===== src/rtl/bus_arb_pkg.sv =====
// rtl/bus_arb_pkg.sv - shared types and width helpers for the command-channel arbiter
package bus_arb_pkg;

   typedef enum logic {
      IDLE  = 1'b0,
      GRANT = 1'b1
   } arb_state_t;

   localparam int BURST_LEN_MIN = 1;
   localparam int BURST_LEN_MAX = 16;

   function automatic int src_width(input int num_req);
      return (num_req > 1) ? $clog2(num_req) : 1;
   endfunction

   function automatic int cnt_width(input int burst_len);
      return $clog2(burst_len + 1);
   endfunction

endpackage


===== src/rtl/bus_rr_pick.sv =====
// rtl/bus_rr_pick.sv - combinational round-robin picker: first set request at or after the pointer
module bus_rr_pick #(
   parameter int N = 2,
   parameter int W = 1
) (
   input  logic [N-1:0] i_req,
   input  logic [W-1:0] i_ptr,
   output logic [W-1:0] o_idx,
   output logic         o_any
);

   logic [2*N-1:0] w_req2;
   logic [N-1:0]   w_rot;
   logic [W:0]     w_sum;

   // Rotating a doubled copy puts the pointer's request at bit 0.
   assign w_req2 = {i_req, i_req};
   assign w_rot  = N'(w_req2 >> i_ptr);

   always_comb begin
      o_any = |w_rot;
      w_sum = '0;
      for (int k = N - 1; k >= 0; k--) begin
         if (w_rot[k]) begin
            w_sum = {1'b0, i_ptr} + (W+1)'(k);
         end
      end
      if (w_sum >= (W+1)'(N)) begin
         w_sum = w_sum - (W+1)'(N);
      end
   end

   assign o_idx = w_sum[W-1:0];

endmodule


===== src/rtl/bus_cmd_arbiter.sv =====
// rtl/bus_cmd_arbiter.sv - round-robin burst arbiter sharing the co-processor command channel
module bus_cmd_arbiter
   import bus_arb_pkg::*;
#(
   parameter int NUM_REQ    = 2,
   parameter int DATA_WIDTH = 32,
   parameter int BURST_LEN  = 4,
   parameter int SRC_W      = src_width(NUM_REQ)
) (
   input  logic                          clk,
   input  logic                          rst_n,
   input  logic [NUM_REQ-1:0]            fifo_cmd_valid,
   output logic [NUM_REQ-1:0]            fifo_cmd_ready,
   input  logic [NUM_REQ*DATA_WIDTH-1:0] fifo_cmd_wdata,
   output logic                          arb_cmd_valid,
   input  logic                          arb_cmd_ready,
   output logic [DATA_WIDTH-1:0]         arb_cmd_wdata,
   output logic [SRC_W-1:0]              arb_cmd_src
);

   localparam int CNT_W = cnt_width(BURST_LEN);

   arb_state_t            r_state;
   logic [SRC_W-1:0]      r_grant;
   logic [SRC_W-1:0]      r_rr_ptr;
   logic [CNT_W-1:0]      r_beat_cnt;
   logic                  r_out_valid;
   logic [DATA_WIDTH-1:0] r_out_wdata;
   logic [SRC_W-1:0]      r_out_src;

   arb_state_t            w_state_nxt;
   logic [SRC_W-1:0]      w_grant_nxt;
   logic [SRC_W-1:0]      w_ptr_nxt;
   logic [CNT_W-1:0]      w_cnt_nxt;
   logic [SRC_W-1:0]      w_pick_idx;
   logic                  w_pick_any;
   logic                  w_load_ok;
   logic                  w_take;
   logic [CNT_W-1:0]      w_cnt_inc;
   logic [SRC_W-1:0]      w_grant_inc;
   logic [DATA_WIDTH-1:0] w_sel_wdata;

   bus_rr_pick #(
      .N (NUM_REQ),
      .W (SRC_W)
   ) u_pick (
      .i_req (fifo_cmd_valid),
      .i_ptr (r_rr_ptr),
      .o_idx (w_pick_idx),
      .o_any (w_pick_any)
   );

   assign w_load_ok   = !r_out_valid || arb_cmd_ready;
   assign w_take      = (r_state == GRANT) && w_load_ok && fifo_cmd_valid[r_grant];
   assign w_cnt_inc   = r_beat_cnt + 1'b1;
   assign w_grant_inc = (r_grant == SRC_W'(NUM_REQ - 1)) ? '0 : r_grant + 1'b1;
   assign w_sel_wdata = fifo_cmd_wdata[int'(r_grant)*DATA_WIDTH +: DATA_WIDTH];

   always_comb begin
      w_state_nxt    = r_state;
      w_grant_nxt    = r_grant;
      w_ptr_nxt      = r_rr_ptr;
      w_cnt_nxt      = r_beat_cnt;
      fifo_cmd_ready = '0;
      case (r_state)
         IDLE: begin
            if (w_pick_any) begin
               w_grant_nxt = w_pick_idx;
               w_cnt_nxt   = '0;
               w_state_nxt = GRANT;
            end
         end
         GRANT: begin
            // A stalled output register freezes the grant entirely.
            if (w_load_ok) begin
               if (fifo_cmd_valid[r_grant]) begin
                  fifo_cmd_ready[r_grant] = 1'b1;
                  w_cnt_nxt               = w_cnt_inc;
                  if (w_cnt_inc == CNT_W'(BURST_LEN)) begin
                     w_state_nxt = IDLE;
                     w_ptr_nxt   = w_grant_inc;
                  end
               end else begin
                  w_state_nxt = IDLE;
                  w_ptr_nxt   = w_grant_inc;
               end
            end
         end
         default: w_state_nxt = IDLE;
      endcase
   end

   always_ff @(posedge clk or negedge rst_n) begin
      if (!rst_n) begin
         r_state    <= IDLE;
         r_grant    <= '0;
         r_rr_ptr   <= '0;
         r_beat_cnt <= '0;
      end else begin
         r_state    <= w_state_nxt;
         r_grant    <= w_grant_nxt;
         r_rr_ptr   <= w_ptr_nxt;
         r_beat_cnt <= w_cnt_nxt;
      end
   end

   always_ff @(posedge clk or negedge rst_n) begin
      if (!rst_n) begin
         r_out_valid <= 1'b0;
         r_out_wdata <= '0;
         r_out_src   <= '0;
      end else if (w_take) begin
         r_out_valid <= 1'b1;
         r_out_wdata <= w_sel_wdata;
         r_out_src   <= r_grant;
      end else if (arb_cmd_ready) begin
         r_out_valid <= 1'b0;
      end
   end

   assign arb_cmd_valid = r_out_valid;
   assign arb_cmd_wdata = r_out_wdata;
   assign arb_cmd_src   = r_out_src;

endmodule

===== config.mk =====
export PLATFORM = sky130hd
export DESIGN_NAME = bus_cmd_arbiter
export DESIGN_NICKNAME = d
export VERILOG_FILES = /design/src/rtl/bus_arb_pkg.sv /design/src/rtl/bus_rr_pick.sv /design/src/rtl/bus_cmd_arbiter.sv
export SDC_FILE = /design/constraint.sdc
export NUM_CORES = 1
export LEC_CHECK = 0
export ABC_CLOCK_PERIOD_IN_PS = 2100
export BUFFER_PORTS_ARGS = -buffer_cell sky130_fd_sc_hd__clkbuf_2
export CORE_MARGIN = 2
export CORE_UTILIZATION = 30
export DETAILED_ROUTE_END_ITERATION = 8
export PLACE_DENSITY_LB_ADDON = 0.2
export SLEW_MARGIN = 15
export SYNTH_ARGS = -nofsm -noshare
export SYNTH_HDL_FRONTEND = slang
export SYNTH_SLANG_ARGS = --single-unit

===== constraint.sdc =====
create_clock -name clk -period 2.1 [get_ports clk]
set_clock_uncertainty 0.15 [all_clocks]
set_input_delay 0.63 -clock clk [delete_from_list [all_inputs] [get_ports clk]]
set_output_delay 0.63 -clock clk [all_outputs]
set_load 0.01 [all_outputs]

==> results of run 1 <==
-- power groups by stage --
stage / clock, mW / combinational [mW] / sequential, mW
finish: 0.734 / 2.36 / 1.40
global route: 0.788 / 2.55 / 1.46
CTS: 0.763 / 2.31 / 1.39
detailed placement: 0 / 2.29 / 1.40
global placement: 0 / 2.26 / 1.40
floorplan: 0 / 1.45 / 1.53
-- area by class of cell --
type                            instances  area (um^2)
Fill cell                             669         3840
Clock inverter                          2         60.1
Timing Repair Buffer                  116          678
Multi-Input combinational cell        100         1080
Tap cell                               96          120
Clock buffer                            5         68.8
Sequential cell                        40         1000
Inverter                                4         18.8
-- cell usage after synthesis, types with 2 or more instances --
cell      instances
dfrtp_1          40
mux2_2           37
mux2_4           28
nand2_1           6
buf_6             4
inv_1             4
a31oi_1           3
clkbuf_1          3
mux2i_1           3
nor2_1            3
a21oi_1           2
ha_1              2
nand2b_1          2
nand3_1           2
-- critical path, cell delays in order, from the launching register on --
cell	delay, ns
dfrtp_2	0.42
buf_12	0.15
clkinvlp_4	0.13
nor2_1	0.12
clkbuf_2	0.13
-- repair_timing --
action / 4_1_cts / 5_1_grt
endpoints found under the setup margin: 2 / 1
gates resized for setup: 3 / 3
buffers inserted: 0 / 1
hold buffers: 0 / 0
cloned: 0 / 1
-- sequential cells by signal (all words and copies together) (netlist names) --
register       count
arb_cmd_valid      1
r_rr_ptr           1
r_state            1
arb_cmd_wdata     32
r_beat_cnt         3
r_grant            1
arb_cmd_src        1
-- worst paths after layout --
check                                 startpoint           endpoint  slack (ns)  cells after the start
worst max-delay path                     r_grant  fifo_cmd_ready[1]        0.08                      4
worst min register to register  arb_cmd_wdata[8]   arb_cmd_wdata[8]        0.36                      1
min in group clk                arb_cmd_wdata[8]   arb_cmd_wdata[8]        0.36                      1
worst min-delay path                       rst_n   arb_cmd_wdata[4]        0.17                      1
max in group asynchronous                  rst_n  arb_cmd_wdata[21]        1.12                      2
worst max register to register           r_grant  arb_cmd_wdata[11]        0.37                      4
-- layer usage --
| layer | up-vias | track usage (%) |
|---|---|---|
| li1 | 770 | - |
| met1 | 758 | 14.4 |
| met2 | 53 | 20.0 |
| met3 | 2 | 2.40 |
| met4 | 0 | 4.13 |
| met5 | - | 0 |
-- cell families after synthesis --
| family | Yosys count | synth area share, % |
|---|---|---|
| adders and majority gates | 2 | 1.16 |
| muxes | 68 | 40.1 |
| buffers and inverters | 13 | 3.76 |
| DFF | 40 | 46.3 |
| and+or+nand+nor | 16 | 3.93 |
| AOI/OAI and AO/OA | 12 | 3.99 |
| xor gates and xnor gates | 2 | 0.810 |
==> metrics.yaml, run 1 <==
rows: 30
clock_latency_ns: 0.28
synth_nets: 224
wirelength_met1_um: 2120
crit_fanout: 10
ys_warn_count: 0
die_w_um: 88.9
whs_ns: 0.165
dr_wl_met3_um: 244
switching_share_pct: 32.5
final_cell_mix: "clkbuf_2, dfrtp_1, mux2_2, mux2_4, buf_4"
grt_usage_pct: 11.6
first_pass_iters: 2
pwr-share-clk_pct: 16.3
route.detailed.drc: 0
combPwrFrac_pct: 52.5
cts.sinks: 40
fin_total_pwr_mw: 4.49
yosys.cell_types.count: 28
period_needed_ns: 2.02
grt_pass1_wl_um: 7050
synth-seq-area-share_pct: 46.3
viasPerCell: 4.36
hold_viol: 0
wl_per_cell_um: 13.2
async_flop_share_pct: 100
die-area_um2: 7910
io_pins: 105
fin_area_um2: 3030
cts_tree: "built"
worstHoldPathType: "input pin to asynchronous set/reset pin"
seq_power_share_pct: 31.1
syn_avg_cell_area_um2: 14.1
n_antenna_cell: 0
synth_edf_count: 0
drv_slew: 0
htreeDepth: 2
vias: 1583
status: "finished, final reports clean"
worstMarginPinSlew_ns: 0.548
post-route-util_pct: 44.1
p_switching_mw: 1.46
die_h_um: 88.9
antenna_found_initial: 0
routed-wl-met2_um: 2400
drive_above_1_share_pct: 71.9
relSlewSlack_pct: 63.4
p_int_mw: 3.03
yosys-top-cells-area: "dfrtp_1, mux2_4, mux2_2, buf_6, mux2i_1"
core_area_um2: 6870
place.gp.congestion: 0.743
clkTransAtPathRegs_ns: 0.08
tns_ns: 0
critPathKind: "register to output pin"
leakagePower_nw: 1.58
synth_cells: 153
start_kind: "register"
drt-total-wl_um: 4810
syn-cell-area_um2: 2160
max_freq_ghz: 0.496
cap_violations: 0
mostFrequentLayoutCell: "clkbuf_2"
yosys.area.top_type_share_pct: 46.3
grt_max_degree: 22
cp.required_ns: 1.32
placed_area_um2: 2850
post-place-ws_ns: -0.0245
cts_inserted_buffers: 5
hpwl_um: 3630
start_util_pct: 31.5
layout.cells.non_filler: 363
cts_buffer_depth: 2
arrival_ns: 1.24
cp-end-kind: "output pin"
setup_ws_ns: 0.0827
globalRouteOverflowTotal: 0
finalCritPeriodShare_pct: 96.1
nets: 338
first_iter_violations: 31
cellPowerDensity_nw_per_um2: 1480
grt_pass1_vias: 1502
setup_viol_count_final: 0
syn_to_final_growth_pct: 40.1
routed.top_layer: "met4"
dp.cells: 354
synth_ff_type: "dfrtp_1"
root_buffer: "clkbuf_8"
rsz0062_at_grt: "no"
synth-seq-cells: 40
port_buffers: 104
ir_drop_mv: 0.507
yosysTopAreaCell: "dfrtp_1"
ant_nets: 0
(Power assumes the default switching activity.)
==> run 2: changes to the inputs <==
--- a/config.mk
+++ b/config.mk
@@ -5,7 +5,7 @@
 export SDC_FILE = /design/constraint.sdc
 export NUM_CORES = 1
 export LEC_CHECK = 0
-export ABC_CLOCK_PERIOD_IN_PS = 2100
+export ABC_CLOCK_PERIOD_IN_PS = 1900
 export BUFFER_PORTS_ARGS = -buffer_cell sky130_fd_sc_hd__clkbuf_2
 export CORE_MARGIN = 2
 export CORE_UTILIZATION = 30
==> constraint.sdc (replaced) <==
create_clock -name clk -period 1.9 [get_ports clk]
set_clock_uncertainty 0.15 [all_clocks]
set_input_delay 0.57 -clock clk [delete_from_list [all_inputs] [get_ports clk]]
set_output_delay 0.57 -clock clk [all_outputs]
set_load 0.01 [all_outputs]
==> metrics.yaml, run 2 (synthesized netlist as in run 1, its figures left out) <==
cp-end-kind: "output pin"  # unchanged
post-place-ws_ns: -0.0944  # was -0.0245 ns
critPathKind: "register to output pin"  # unchanged
ir_drop_mv: 0.540  # was 0.507 mV
rsz0062_at_grt: "yes"  # was no
cp_slowest_cell: "dfrtp_1"  # was dfrtp_2
cts_tree: "built"  # unchanged
start_kind: "register"  # unchanged
io_pins: 105  # unchanged
grt_max_degree: 41  # was 22
period_needed_ns: 1.84
r2r_end: "arb_cmd_wdata[8]"  # was arb_cmd_wdata[11]
drive_above_1_share_pct: 71.8  # was 71.9%
globalRouteOverflowTotal: 0  # unchanged
clkTransAtPathRegs_ns: 0.08  # about the same
port_buffers: 104  # unchanged
worstHoldPathType: "input pin to asynchronous set/reset pin"  # unchanged
crit_path_cell_trace: "nand2b_4 > nand3_2 > nor2_1 > buf_2"  # was buf_12 > clkinvlp_4 > nor2_1 > clkbuf_2
worstRegToRegCells: 5  # was 4
setup_viol_count_final: 0  # unchanged
path_buf_inv: 1  # was 3
setup_ws_ns: 0.0605  # was 0.0827 ns
leakagePower_nw: 1.59  # was 1.58 nW
finalCritPeriodShare_pct: 96.8
grt_usage_pct: 11.9  # was 11.6%
start_util_pct: 31.5  # unchanged
crit_fanout: 4  # was 10
core_area_um2: 6870  # unchanged
seq_power_share_pct: 32.1  # was 31.1%
p_switching_mw: 1.59  # was 1.46 mW
p_int_mw: 3.21  # was 3.03 mW
cts.sinks: 40  # unchanged
place.gp.congestion: 0.719  # was 0.743
worstReg2RegStart: "r_grant"  # unchanged
worstMarginPinSlew_ns: 0.272  # was 0.548 ns
cellPowerDensity_nw_per_um2: 1590  # was 1480 nW/um^2
die-area_um2: 7910  # unchanged
cp_top_family: "flip-flops"  # unchanged
nets: 343  # was 338
clock_latency_ns: 0.28  # about the same
first_pass_iters: 4  # was 2
root_buffer: "clkbuf_8"  # unchanged
cts_buffer_depth: 2  # unchanged
drv_slew: 0  # unchanged
relSlewSlack_pct: 81.8  # was 63.4%
route.detailed.drc: 0  # unchanged
r2r_setup_slack_ns: 0.09  # was 0.37 ns
wl_per_cell_um: 12.6  # was 13.2 um
cap_violations: 0  # unchanged
antenna_found_initial: 0  # unchanged
tns_ns: 0  # unchanged
layout.cells.non_filler: 369  # was 363
cts_inserted_buffers: 5  # unchanged
grt_pass1_vias: 1549  # was 1502
first_iter_violations: 14  # was 31
viasPerCell: 4.34  # was 4.36
dp.cells: 358  # was 354
syn_to_final_growth_pct: 39.9  # was 40.1%
die_w_um: 88.9  # unchanged
switching_share_pct: 33.1  # was 32.5%
status: "finished, final reports clean"  # unchanged
cp_slowest_stage_delay_ns: 0.42  # about the same
mostFrequentLayoutCell: "clkbuf_2"  # unchanged
hold_viol: 0  # unchanged
n_antenna_cell: 0  # unchanged
die_h_um: 88.9  # unchanged
grt_pass1_wl_um: 7240  # was 7050 um
post-route-util_pct: 44.1  # about the same
combPwrFrac_pct: 53.8  # was 52.5%
max_freq_ghz: 0.544
ant_nets: 0  # unchanged
htreeDepth: 2  # unchanged
fin_area_um2: 3030  # about the same
vias: 1600  # was 1583
hpwl_um: 3540  # was 3630 um
drt-total-wl_um: 4650  # was 4810 um
rows: 30  # unchanged
pwr-share-clk_pct: 14.1  # was 16.3%
placed_area_um2: 2880  # was 2850 um^2
arrival_ns: 1.12  # was 1.24 ns
final_cell_mix: "clkbuf_2, dfrtp_1, mux2_2, mux2_4, buf_4"  # unchanged
largest_reg_flops: 32  # unchanged
cp.required_ns: 1.18  # was 1.32 ns
-- run 2: power by group through the flow --
stage / combinational [mW] / sequential [mW] / clock, mW
CTS: 2.61 / 1.54 / 0.710
floorplan: 1.61 / 1.69 / 0
global route: 2.81 / 1.60 / 0.735
global placement: 2.56 / 1.55 / 0
finish: 2.58 / 1.54 / 0.675
detailed placement: 2.57 / 1.55 / 0
-- run 2: per-layer routing --
metal / wire, um / vias to the layer above / global-route usage, %
met2: 2320 / 62 / 20.3
met4: 64 / 0 / 4.13
met1: 2000 / 751 / 14.8
met3: 265 / 5 / 2.68
met5: 0 / - / 0
li1: - / 782 / -
-- run 2: layout make-up --
cell class | count | area (um^2)
tap | 96 | 120
timing repair buffer | 121 | 689
multi-input combinational | 100 | 1090
clock inverter | 2 | 35.0
clock buffer | 6 | 72.6
inverter | 4 | 15.0
sequential | 40 | 1000
fill | 662 | 3840
-- run 2: worst max path at each step --
stage | startpoint | endpoint | slack (ns) | cells after the start
after CTS | arb_cmd_valid | fifo_cmd_ready[0] | 0.003 | 4
final | arb_cmd_valid | fifo_cmd_ready[0] | 0.06 | 4
after global placement | arb_cmd_ready | fifo_cmd_ready[0] | -0.09 | 5
after detailed placement | arb_cmd_ready | fifo_cmd_ready[0] | -0.09 | 5
after global routing | arb_cmd_valid | fifo_cmd_ready[0] | -0.002 | 4
after floorplan | fifo_cmd_valid[1] | arb_cmd_wdata[0] | 0.03 | 5
-- run 2: stage by stage --
stage / total power, mW / hold WS [ns]
final: 4.80 / 0.0961
after global routing: 5.14 / 0.104
after CTS: 4.86 / 0.0938
after detailed placement: 4.12 / 0.344
after global placement: 4.11 / 0.340
after floorplan: 3.29 / 0.124
-- run 2: timing repair --
action | CTS | global route
resized for setup | 2 | 2
hold buffers | 0 | 0
setup buffers | 1 | 2
endpoints found under the hold margin | 0 | 0
endpoints found under the setup margin | 2 | 2
cloned | 0 | 0
